`config.mk`:
```
export PLATFORM = sky130hd
export DESIGN_NAME = vga_fb_reader
export DESIGN_NICKNAME = d
export VERILOG_FILES = /design/src/rtl/vga_fb_reader.sv
export SDC_FILE = /design/constraint.sdc
export NUM_CORES = 1
export LEC_CHECK = 0
export CELL_PAD_IN_SITES_DETAIL_PLACEMENT = 1
export CELL_PAD_IN_SITES_GLOBAL_PLACEMENT = 1
export CORE_MARGIN = 2
export CORE_UTILIZATION = 37
export DETAILED_ROUTE_END_ITERATION = 7
export GPL_TIMING_DRIVEN = 1
export PLACE_DENSITY_LB_ADDON = 0.05
export SETUP_SLACK_MARGIN = 0.4
export SYNTH_ARGS = -nofsm -noshare
export SYNTH_HDL_FRONTEND = slang
export SYNTH_SLANG_ARGS = --single-unit
```
`constraint.sdc`:
```
create_clock -name clk25 -period 1.6 [get_ports clk25]
set_input_delay 0.24 -clock clk25 [delete_from_list [all_inputs] [get_ports clk25]]
set_output_delay 0.24 -clock clk25 [all_outputs]
set_load 0.005 [all_outputs]
```
`src/rtl/vga_fb_reader.sv`:
```
// vga_fb_reader
//   Generates VGA timing from a single pixel clock and streams a 4-bit
//   grayscale frame buffer to the pins.
//
//   Stage 0 holds the raster position and the linear pixel address.
//   Stage 1 presents fb_addr/fb_re to the frame buffer.
//   Stage 2 is where fb_rdata is valid.
//   Stage 3 is the output register.
//   Pixels therefore reach the pins 3 cycles after their raster position.
//   The sync and marker signals are delayed through the same three
//   registers, so they stay aligned with the data.
//
// Ports
//   clk25        pixel clock, the only clock
//   rst          synchronous, active-high reset
//   fb_addr      frame-buffer read address (linear pixel index)
//   fb_re        frame-buffer read enable (high for visible pixels)
//   fb_rdata     frame-buffer read data, valid one cycle after fb_addr
//   vga_r/g/b    pixel colour; the gray level is copied to all three, 0 in blanking
//   vga_hs/vs    sync pulses, active low
//   de           display enable, aligned with vga_r/g/b
//   frame_start  one-cycle pulse while pixel (0,0) is at the pins
module vga_fb_reader #(
  parameter int width  = 640,
  parameter int height = 480,
  parameter int h_fp   = 16,
  parameter int h_sync = 96,
  parameter int h_bp   = 48,
  parameter int v_fp   = 10,
  parameter int v_sync = 2,
  parameter int v_bp   = 33
) (
  input  logic        clk25,
  input  logic        rst,
  output logic [18:0] fb_addr,
  output logic        fb_re,
  input  logic [3:0]  fb_rdata,
  output logic [3:0]  vga_r,
  output logic [3:0]  vga_g,
  output logic [3:0]  vga_b,
  output logic        vga_hs,
  output logic        vga_vs,
  output logic        de,
  output logic        frame_start
);

  localparam int H_TOT = width + h_fp + h_sync + h_bp;
  localparam int V_TOT = height + v_fp + v_sync + v_bp;
  // One extra count of headroom keeps the sync end compare representable.
  localparam int HW = $clog2(H_TOT + 1);
  localparam int VW = $clog2(V_TOT + 1);

  localparam logic [HW-1:0] H_VIS  = HW'(width);
  localparam logic [HW-1:0] H_LAST = HW'(H_TOT - 1);
  localparam logic [HW-1:0] HS_BEG = HW'(width + h_fp);
  localparam logic [HW-1:0] HS_END = HW'(width + h_fp + h_sync);
  localparam logic [VW-1:0] V_VIS  = VW'(height);
  localparam logic [VW-1:0] V_LAST = VW'(V_TOT - 1);
  localparam logic [VW-1:0] VS_BEG = VW'(height + v_fp);
  localparam logic [VW-1:0] VS_END = VW'(height + v_fp + v_sync);
  localparam logic [18:0]   A_LAST = 19'(width * height - 1);

  // Stage 0: raster position and address counter
  logic [HW-1:0] h_cnt_q, h_cnt_d;
  logic [VW-1:0] v_cnt_q, v_cnt_d;
  logic [18:0]   addr_q, addr_d;
  logic          visible_s, hs0_s, vs0_s, fs0_s, h_wrap_s;

  // Stage 1: frame-buffer request plus delayed timing
  logic [18:0]   fb_addr_q, fb_addr_d;
  logic          fb_re_q, fb_re_d;
  logic          hs1_q, hs1_d, vs1_q, vs1_d, fs1_q, fs1_d;

  // Stage 2: read data valid
  logic          vis2_q, vis2_d, hs2_q, hs2_d, vs2_q, vs2_d, fs2_q, fs2_d;

  // Stage 3: pins
  logic [3:0]    pix_q, pix_d;
  logic          de_q, de_d, hs3_q, hs3_d, vs3_q, vs3_d, fs3_q, fs3_d;

  // Decode the stage-0 raster position into visible/sync/frame-origin flags.
  always_comb begin
    h_wrap_s  = (h_cnt_q == H_LAST);
    visible_s = (h_cnt_q < H_VIS) && (v_cnt_q < V_VIS);
    hs0_s     = !((h_cnt_q >= HS_BEG) && (h_cnt_q < HS_END));
    vs0_s     = !((v_cnt_q >= VS_BEG) && (v_cnt_q < VS_END));
    fs0_s     = (h_cnt_q == HW'(0)) && (v_cnt_q == VW'(0));
  end

  // Next raster position and next linear address.
  always_comb begin
    if (h_wrap_s) begin
      h_cnt_d = HW'(0);
      if (v_cnt_q == V_LAST) begin
        v_cnt_d = VW'(0);
      end else begin
        v_cnt_d = v_cnt_q + VW'(1);
      end
    end else begin
      h_cnt_d = h_cnt_q + HW'(1);
      v_cnt_d = v_cnt_q;
    end

    // Step through the frame one visible pixel at a time (no multiplier).
    // Wrapping on the last pixel keeps the counter inside the frame, and the
    // vertical-blank clear guarantees every frame starts from 0 even after a
    // mid-frame reset.
    if (visible_s) begin
      if (addr_q == A_LAST) begin
        addr_d = 19'd0;
      end else begin
        addr_d = addr_q + 19'd1;
      end
    end else if (v_cnt_q >= V_VIS) begin
      addr_d = 19'd0;
    end else begin
      addr_d = addr_q;
    end
  end

  // Advance the three pipeline stages; only stage 3 looks at fb_rdata.
  always_comb begin
    fb_addr_d = addr_q;
    fb_re_d   = visible_s;
    hs1_d     = hs0_s;
    vs1_d     = vs0_s;
    fs1_d     = fs0_s;

    vis2_d    = fb_re_q;
    hs2_d     = hs1_q;
    vs2_d     = vs1_q;
    fs2_d     = fs1_q;

    de_d      = vis2_q;
    hs3_d     = hs2_q;
    vs3_d     = vs2_q;
    fs3_d     = fs2_q;
    if (vis2_q) begin
      pix_d = fb_rdata;
    end else begin
      pix_d = 4'd0;
    end
  end

  // State and pipeline registers; reset parks the raster at (0,0) with syncs inactive.
  always_ff @(posedge clk25) begin
    if (rst) begin
      h_cnt_q   <= HW'(0);
      v_cnt_q   <= VW'(0);
      addr_q    <= 19'd0;
      fb_addr_q <= 19'd0;
      fb_re_q   <= 1'b0;
      hs1_q     <= 1'b1;
      vs1_q     <= 1'b1;
      fs1_q     <= 1'b0;
      vis2_q    <= 1'b0;
      hs2_q     <= 1'b1;
      vs2_q     <= 1'b1;
      fs2_q     <= 1'b0;
      pix_q     <= 4'd0;
      de_q      <= 1'b0;
      hs3_q     <= 1'b1;
      vs3_q     <= 1'b1;
      fs3_q     <= 1'b0;
    end else begin
      h_cnt_q   <= h_cnt_d;
      v_cnt_q   <= v_cnt_d;
      addr_q    <= addr_d;
      fb_addr_q <= fb_addr_d;
      fb_re_q   <= fb_re_d;
      hs1_q     <= hs1_d;
      vs1_q     <= vs1_d;
      fs1_q     <= fs1_d;
      vis2_q    <= vis2_d;
      hs2_q     <= hs2_d;
      vs2_q     <= vs2_d;
      fs2_q     <= fs2_d;
      pix_q     <= pix_d;
      de_q      <= de_d;
      hs3_q     <= hs3_d;
      vs3_q     <= vs3_d;
      fs3_q     <= fs3_d;
    end
  end

  assign fb_addr     = fb_addr_q;
  assign fb_re       = fb_re_q;
  assign vga_r       = pix_q;
  assign vga_g       = pix_q;
  assign vga_b       = pix_q;
  assign vga_hs      = hs3_q;
  assign vga_vs      = vs3_q;
  assign de          = de_q;
  assign frame_start = fs3_q;

endmodule

```
==> impl_metrics.yaml, run 1 <==
hold_path:
  hold_path.class: "input pin to flop"
  worstHoldStart: "rst"
  min_to: "fs2_q$_SDFF_PP0_"
  hold_path_depth: 3
timing:
  hold_violations: 0
  min_period_ns: 1.75
  max_freq_mhz: 573
  setup_viol: 9
  finalClockSkew_ns: 0.00556
  max_slew_margin_pct: 73.4
  grt_setup_unrepaired: "true"
  tightest_slew_ns: 0.397
  slew_violations: 0
  min_period_over_period_pct: 109
  timing.hold.ws_ns: 0.405
  fin_ws_ns: -0.145
floorplan:
  placeableCoreArea_sq_um: 8090
  num_rows: 33
  initial_core_util_pct: 37.8
  die_w_um: 94.9
  dieArea_sq_um: 9000
  ioPinCount: 42
  die_y_um: 94.9
worst_setup_path:
  crit_required_ns: 1.87
  cp_num_buf_inv: 1
  crit_path_max_incr_delay_ns: 0.40
  cp-start-kind: "flop"
  r2r_slack_ns: -0.15
  slowest_stage: "or4_1"
  crit_arrival_ns: 2.02
  crit_start: "h_cnt_q[6]$_SDFF_PP0_"
  path_max_fanout: 4
  cp_top_family: "simple AND/OR/NAND/NOR gates"
  r2r_end: "v_cnt_q[8]$_SDFFE_PP0N_"
  endpoint_kind: "flop"
  r2r-start: "h_cnt_q[6]$_SDFF_PP0_"
  worstSetupPathType: "flop to flop"
  reg2reg_depth: 6
  crit_chain: "nand3b_1 -> nor4_4 -> buf_4 -> nand2_2 -> or4_1 -> a21oi_1"
power:
  p_leak_nw: 1.89
  powerDensity_nw_per_um2: 770
  ir_drop_mv: 0.391
  finalPower_mw: 3.61
logic_synthesis:
  ys.flop_type: "dfxtp_1"
  yosysSeqAreaShare_pct: 48.5
  yosys.cell_types.count: 45
  ys_ff_latch: 74
  synth_top_area_cell: "dfxtp_1"
  synthCells: 333
  synth_top_area_share_pct: 48.5
  synth.cell_area_sq_um: 3060
  ys_top_cells_by_area: "dfxtp_1 (48%), nor2b_1 (4.9%), nor2_1 (4.2%), xor2_1 (3.7%), nand3_1 (3.1%)"
  synth_warnings: 0
  avgSynthCellArea_sq_um: 9.18
  syn-num-nets: 345
  synth_edf_count: 0
  async_flop_share_pct: 0
global_route:
  grt_pass1_vias: 2610
  grt_overflow: 0
  grt_pass1_wl_um: 13000
  antenna_found_initial: 0
  grt_max_degree: 19
  gr-usage-all-layers_pct: 18.8
finish:
  final_layout_size_suffix_gt1_share_pct: 40.9
  layout.cells.non_filler: 545
  finalNetCount: 448
  n_antenna_cell: 0
  syn2layout_area_growth_pct: 53.3
  nFillCells: 911
clocking:
  htree_levels: 3
  cts_buffers: 9
  worstSkewPairLatency_ns: 0.34
  cts_tree: "built"
  clock_path_buffers: 2
  path_clk_slew_ns: 0.08
  clock-sinks: 74
  root_buffer: "clkbuf_8"
placed_design:
  gp_congestion: 0.784
  dpl.cell_count: 501
  hpwl_um: 5510
  port_buffers: 41
  dp_slack_ns: -0.243
drt:
  drt_iter0_drc: 89
  drc_errors: 0
  viasPerCell: 5.03
  wire_per_inst_um: 15.7
  dr.pass1.iters: 4
  vias: 2742
  wl_um: 8560
  ant_nets: 0
run:
  cap_violations: 0
run_status:
  violations: "negative setup slack"
  status: "complete, but fails checks"
## worst max-delay path by stage
stage | end | slack (ns) | depth (start not counted)
after floorplan | v_cnt_q[8]$_SDFFE_PP0N_ | -0.05 | 6
final | v_cnt_q[8]$_SDFFE_PP0N_ | -0.15 | 6
after CTS | v_cnt_q[8]$_SDFFE_PP0N_ | -0.17 | 6
after global placement | addr_q[12]$_SDFFE_PP0P_ | -0.15 | 5
after detailed placement | addr_q[12]$_SDFFE_PP0P_ | -0.24 | 5
after global routing | v_cnt_q[4]$_SDFFE_PP0N_ | -0.22 | 8
## stage by stage
| stage | utilization (%) | instance area [sq um] | setup TNS, ns |
|---|---|---|---|
| floorplan | - | 3270 | -0.126 |
| global placement | 49.0 | 3970 | -1.31 |
| detailed placement | 49.0 | 3970 | -2.04 |
| CTS | 53.8 | 4360 | -0.856 |
| global route | 57.9 | 4690 | -1.17 |
| finish | 57.9 | 4690 | -0.421 |
## cell usage in the layout (no fill, tap or decap), drive strengths merged, types with 2 or more instances in the layout
| cell | count |
|---|---|
| xor2 | 13 |
| a311oi | 2 |
| or2 | 6 |
| dfxtp | 74 |
| nand4 | 12 |
| nand2 | 25 |
| clkbuf | 12 |
| a31oi | 2 |
| a21oi | 16 |
| or4 | 3 |
| o21ai | 11 |
| clkdlybuf4s15 | 7 |
| or3 | 6 |
| nor2b | 24 |
| and3 | 5 |
| inv | 5 |
| nor4 | 6 |
| o31ai | 2 |
| xnor2 | 5 |
| clkdlybuf4s50 | 4 |
| dlygate4sd2 | 30 |
| clkinvlp | 2 |
| and2 | 6 |
| and4 | 5 |
| nor3 | 6 |
| nand3b | 4 |
| nand3 | 19 |
| buf | 73 |
| ha | 6 |
| nor2 | 34 |
## worst min-delay path, stage by stage
cell	delay, ns
dlygate4sd2_1	0.26
buf_4	0.16
nor2b_1	0.05
## logic make-up (layout without fill, tap and decap cells)
kind of cell,count (synthesis),count (layout),share of synthesized area (%)
flip-flops,74,74,48.5
adder cells (fa/ha/maj),6,6,2.46
XOR/XNOR,18,18,5.16
AO/OA/AOI/OAI,40,40,7.74
AND/OR/NAND/NOR,166,166,30.9
multiplexers,1,1,0.327
buffers and inverters,28,135,4.95
## cells in the mapped netlist (3+ instances only)
master    count
inv_1         5
nand4_1      11
dfxtp_1      74
nand3_1      19
xor2_1       13
or3_1         6
clkbuf_1     12
and2_1        6
nor2_1       34
and4_1        5
o21ai_0      10
ha_1          6
nand2_1      24
and3_1        5
xnor2_1       5
or2_2         6
buf_4         8
a21oi_1      16
nor4_1        4
nor3_1        6
nand3b_1      4
nor2b_1      24
or4_1         3
## repair_timing
item | in CTS | in global routing
pin swaps | 25 | 30
endpoints found under the setup margin | 77 | 48
resized for setup | 83 | 51
buffers inserted | 11 | 18
hold buffers | 0 | 0
endpoints found under the hold margin | 0 | 0
## layout make-up
class / instances / area [sq um] / area share, %
flip-flops and latches: 74 / 1530 / 32.7
well taps: 105 / 131 / 2.80
repair buffers: 115 / 1010 / 21.6
clock inverters: 4 / 50.0 / 1.07
multi-input cells: 231 / 1790 / 38.1
inverters: 5 / 18.8 / 0.400
clock buffers: 11 / 153 / 3.26
## registers in the layout, summed over array words and instances (netlist names), 4 cells and up
| name | cells |
|---|---|
| h_cnt_q | 10 |
| v_cnt_q | 10 |
| addr_q | 19 |
| fb_addr | 19 |
| vga_b | 4 |
## layer usage
| metal | up-vias | routed length [um] | track usage, % | part of all wire [%] |
|---|---|---|---|---|
| met5 | - | 0 | 0 | 0 |
| met1 | 1359 | 3730 | 22.5 | 44 |
| met4 | 0 | 84 | 5.43 | 0.98 |
| met2 | 27 | 4570 | 33.3 | 53 |
| met3 | 7 | 182 | 4.31 | 2.1 |
| li1 | 1349 | - | - | - |
## power by group
group	leakage, nW	internal (mW)	total (mW)	switching [mW]
clock	0.0966	0.805	1.51	0.704
combinational	1.18	0.115	0.213	0.0980
sequential	0.614	1.87	1.89	0.0221
(Power assumes the default switching activity.)
==> run 2: changes to the inputs <==
==> constraint.sdc (replaced) <==
create_clock -name clk25 -period 1.6 [get_ports clk25]
set_input_delay 0.24 -clock clk25 [delete_from_list [all_inputs] [get_ports clk25]]
set_output_delay 0.24 -clock clk25 [all_outputs]
set_load 0.1 [all_outputs]
==> run 2 against run 1 <==
  * Largest power group unchanged
  * Total power is 8.2% higher
  * The run still ends with negative setup slack left
  * Non-clock buffer count is 5 lower
  * Critical endpoint is now vs1_q$_SDFF_PP1_
  * Final cell count is 0.73% lower
  * Highest routed layer unchanged
  * Critical path depth is 5 higher
  * Critical path type unchanged
  * Global-route usage is 2.6 points higher
==> impl_metrics.yaml, run 2 (synthesis results as in run 1) <==
finish:
  mostFrequentLayoutCell: "buf_4"
  final_util_pct: 63.8
  finalNetCount: 443
  syn2layout_area_growth_pct: 69.0
  nFillCells: 856
  layout.area.seq_sq_um: 1550
  final_cell_mix: "buf_4 (50), dfxtp_1 (43), buf_12 (39)"
  stdcell_area_sq_um: 5170
  n_antenna_cell: 0
  final_layout_size_suffix_gt1_share_pct: 52.8
  multi_input_area_sq_um: 1870
floorplan:
  ioPinCount: 42
  dieArea_sq_um: 9000
  placeableCoreArea_sq_um: 8090
  num_rows: 33
  die_w_um: 94.9
  die_y_um: 94.9
  initial_core_util_pct: 37.8
global_route:
  gr-usage-all-layers_pct: 21.3
  grt_pass1_vias: 2992
  antenna_found_initial: 0
  grt_overflow: 0
  grt_pass1_wl_um: 14700
  grt_max_degree: 23
timing:
  finalClockSkew_ns: 0.00994
  timing.hold.ws_ns: 0.414
  max_freq_mhz: 566
  min_period_over_period_pct: 110
  grt_setup_unrepaired: "true"
  max_slew_margin_pct: 73.7
  setup_viol: 12
  slew_violations: 0
  hold_violations: 0
  min_period_ns: 1.77
  tightest_slew_ns: 0.391
  fin_ws_ns: -0.166
worst_setup_path:
  worstSetupPathType: "flop to flop"
  crit_path_max_incr_delay_ns: 0.34
  crit_path_frequent_cell: "buf_4"
  slowest_stage: "dfxtp_2"
  crit_arrival_ns: 2.04
  crit_required_ns: 1.88
  cp-start-kind: "flop"
  path_max_fanout: 2
  cp_top_family: "buffers and inverters"
  cp_num_buf_inv: 9
  endpoint_kind: "flop"
  crit_chain: "inv_2 -> buf_4 -> buf_4 -> buf_4 -> buf_4 -> buf_4 -> buf_4 -> buf_4 -> buf_4 -> ha_1 -> o2111ai_1"
drt:
  viasPerCell: 5.14
  dr.pass1.iters: 5
  vias: 2780
  drc_errors: 0
  wire_per_inst_um: 17.5
  drt_iter0_drc: 93
  ant_nets: 0
  wl_um: 9460
placed_design:
  dp_slack_ns: -0.240
  hpwl_um: 6070
  gp_congestion: 0.806
  port_buffers: 41
  dpl_cell_area_sq_um: 4300
hold_path:
  hold_path.class: "flop to flop"
run_status:
  status: "complete, but fails checks"
  violations: "negative setup slack"
power:
  p_leak_nw: 1.94
  powerDensity_nw_per_um2: 756
  ir_drop_mv: 0.404
run:
  cap_violations: 0
clocking:
  cts_tree: "built"
  cts_buffers: 9
  path_clk_slew_ns: 0.08
  hold_buffers: 0
  clock_path_buffers: 2
  worstSkewPairLatency_ns: 0.36
  clock-sinks: 74
  htree_levels: 3
  root_buffer: "clkbuf_8"
[run 2: cell count changes in the layout (fill, tap and decap cells not counted), moves of 7 or more]
cell and delta:
buf_12 +37, clkdlybuf4s15_1 -7, dlygate4sd2_1 -30, nor2_1 -7
[run 2: stage by stage]
step | setup TNS [ns] | instances | power (mW)
finish | -1.45 | 541 | 3.91
global route | -2.28 | 541 | 4.06
CTS | -0.657 | 533 | 3.90
detailed placement | -1.98 | 494 | 2.26
global placement | -1.08 | 494 | 2.25
floorplan | -0.126 | 333 | 2.14
[run 2: final timing paths]
kind                      startpoint                 to  slack [ns]  cells past startpoint
max          v_cnt_q[0]$_SDFFE_PP0N_   vs1_q$_SDFF_PP1_       -0.17                     11
min                 hs2_q$_SDFF_PP1_  vga_hs$_SDFF_PP1_        0.41                      1
max reg2reg  v_cnt_q[0]$_SDFFE_PP0N_   vs1_q$_SDFF_PP1_       -0.17                     11
min reg2reg         hs2_q$_SDFF_PP1_  vga_hs$_SDFF_PP1_        0.41                      1
[run 2: layer usage]
metal | up-vias | wire (um) | part of all wire, % | global-route usage (%)
met4 | 0 | 204 | 2.2 | 8.94
met5 | - | 0 | 0 | 0
li1 | 1341 | - | - | -
met1 | 1383 | 3780 | 40 | 23.7
met2 | 38 | 5280 | 56 | 39.5
met3 | 18 | 201 | 2.1 | 3.91
[run 2: power breakdown]
| group | switching (mW) | internal (mW) | total, mW |
|---|---|---|---|
| registers | 0.0343 | 1.86 | 1.89 |
| logic | 0.221 | 0.161 | 0.382 |
| clock network | 0.753 | 0.876 | 1.63 |
| total | 1.01 | 2.90 | 3.91 |
[run 2: area by class of cell]
class,count,area share (%)
Multi-Input combinational cell,231,36.2
Sequential cell,74,29.9
Timing Repair Buffer,110,26.8
Tap cell,105,2.54
Clock buffer,9,2.40
Clock inverter,7,1.79
Inverter,5,0.363
[run 2: what timing repair did]
action / in CTS / in global routing
buffers inserted: 23 / 8
setup endpoints to repair: 46 / 58
pin swaps: 33 / 32
gates resized for setup: 67 / 43
==> run 3: changes to the inputs <==
==> constraint.sdc (replaced) <==
create_clock -name clk25 -period 1.6 [get_ports clk25]
set_input_delay 0.16 -clock clk25 [delete_from_list [all_inputs] [get_ports clk25]]
set_output_delay 0.16 -clock clk25 [all_outputs]
set_load 0.1 [all_outputs]
==> run 3 against run 2 <==
  * The run still ends with negative setup slack left
  * Utilization is 2.3 points lower
  * Fmax grew 5.6%
  * Global-route usage increased by 1.3 points
  * Critical path depth fell by 5
  * Die area stayed put
  * Clock-buffer cell count rose by 1
  * Final area is 3.7% lower
  * Via count is 0.86% lower
  * Flip-flop and latch count unchanged
  * Clock power is 2% higher
  * First-iteration DRC count fell by 16%
  * Critical endpoint is now v_cnt_q[8]$_SDFFE_PP0N_
  * Highest routed layer unchanged
==> impl_metrics.yaml, run 3 (synthesis results as in run 1) <==
run_status:
  status: "complete, but fails checks"
  violations: "negative setup slack"
worst_setup_path:
  cp-start-kind: "flop"
  endpoint_kind: "flop"
  crit_arrival_ns: 1.96
  path_max_fanout: 4
  crit_required_ns: 1.89
  worstSetupPathType: "flop to flop"
finish:
  syn2layout_area_growth_pct: 62.8
  nFillCells: 878
  n_antenna_cell: 0
  final_cell_mix: "buf_4 (50), dfxtp_1 (46), buf_12 (37)"
  stdcell_area_sq_um: 4980
  mostFrequentLayoutCell: "buf_4"
  final_layout_size_suffix_gt1_share_pct: 49.0
  finalNetCount: 438
drt:
  vias: 2756
  ant_nets: 0
  viasPerCell: 5.14
  drc_errors: 0
  drt_iter0_drc: 78
  wl_um: 9530
  dr.pass1.iters: 4
  wire_per_inst_um: 17.8
floorplan:
  initial_core_util_pct: 37.8
  num_rows: 33
  ioPinCount: 42
  die_y_um: 94.9
  dieArea_sq_um: 9000
  placeableCoreArea_sq_um: 8090
  die_w_um: 94.9
placed_design:
  gp_congestion: 0.796
  dp_slack_ns: -0.152
  dpl_cell_area_sq_um: 4290
  hpwl_um: 6040
  port_buffers: 41
timing:
  slew_violations: 0
  max_slew_margin_pct: 68.1
  tightest_slew_ns: 0.476
  grt_setup_unrepaired: "true"
  setup_viol: 10
  finalClockSkew_ns: 0.00826
  min_period_ns: 1.67
  fin_ws_ns: -0.0722
  max_freq_mhz: 598
  min_period_over_period_pct: 105
  timing.hold.ws_ns: 0.257
  hold_violations: 0
power:
  swShare_pct: 25.3
  ir_drop_mv: 0.496
  p_leak_nw: 1.89
  pwr-share-seq_pct: 48.1
  clock_power_share_pct: 42.3
  powerDensity_nw_per_um2: 795
  comb_power_share_pct: 9.6
  power_switching_uw: 999
  internal_power_mw: 2.96
global_route:
  grt_overflow: 0
  antenna_found_initial: 0
  grt_max_degree: 17
  grt_pass1_vias: 3000
  grt_pass1_wl_um: 15300
  gr-usage-all-layers_pct: 22.6
clocking:
  path_clk_slew_ns: 0.08
  root_buffer: "clkbuf_8"
  htree_levels: 3
  worstSkewPairLatency_ns: 0.35
  clock-sinks: 74
  clock_path_buffers: 2
  hold_buffers: 0
  cts_buffers: 9
  cts_tree: "built"
run:
  cap_violations: 0
hold_path:
  hold_path.class: "input pin to flop"
==> run 3: final timing paths <==
kind / depth (start not counted) / startpoint / endpoint / slack (ns)
max: 6 / h_cnt_q[6]$_SDFF_PP0_ / v_cnt_q[8]$_SDFFE_PP0N_ / -0.07
min: 3 / rst / fb_addr[15]$_SDFF_PP0_ / 0.26
max reg2reg: 6 / h_cnt_q[6]$_SDFF_PP0_ / v_cnt_q[8]$_SDFFE_PP0N_ / -0.07
min reg2reg: 1 / hs1_q$_SDFF_PP1_ / hs2_q$_SDFF_PP1_ / 0.42
==> run 3: worst max-delay path, stage by stage, from the launching register on <==
cell,delay [ns]
dfxtp_2,0.33
nand3b_1,0.22
nor4_4,0.29
buf_4,0.18
nand2_2,0.06
or4_4,0.41
a21oi_1,0.13
==> run 3: per-layer routing <==
layer	vias up	part of all wire [%]	track usage, %
li1	1328	-	-
met1	1351	38	24.3
met2	54	56	42.8
met3	23	2.5	4.87
met4	0	2.8	8.94
met5	-	0	0
==> run 3: final cells by class <==
class / instances / area (sq um) / share of cell area [%]
inverters: 5 / 18.8 / 0.377
clock inverters: 6 / 87.6 / 1.76
repair buffers: 105 / 1320 / 26.5
multi-input cells: 231 / 1760 / 35.4
well taps: 105 / 131 / 2.64
clock buffers: 10 / 138 / 2.77
flip-flops and latches: 74 / 1520 / 30.6
==> run 3: timing repair <==
item | 4_1_cts | 5_1_grt
pin swaps | 24 | 11
setup endpoints to repair | 42 | 45
gates resized for setup | 53 | 23
buffers inserted | 20 | 4
==> run 3: through the flow <==
stage	power [mW]	setup TNS (ns)	util (%)	instances
finish	3.96	-0.401	61.5	536
global route	4.10	-1.16	61.5	536
CTS	3.96	-0.0989	59.8	532
detailed placement	2.26	-1.20	53.0	496
global placement	2.25	-0.619	53.0	496
floorplan	2.15	-0.126	-	333
==> run 3: power by group through the flow <==
| stage | registers [mW] | logic [mW] | clock network (mW) |
|---|---|---|---|
| 3_3_place_gp | 1.95 | 0.310 | 0 |
| 6_report | 1.90 | 0.379 | 1.67 |
| 5_1_grt | 1.91 | 0.404 | 1.78 |
| 2_1_floorplan | 2.01 | 0.136 | 0 |
| 4_1_cts | 1.90 | 0.356 | 1.70 |
| 3_5_place_dp | 1.95 | 0.315 | 0 |
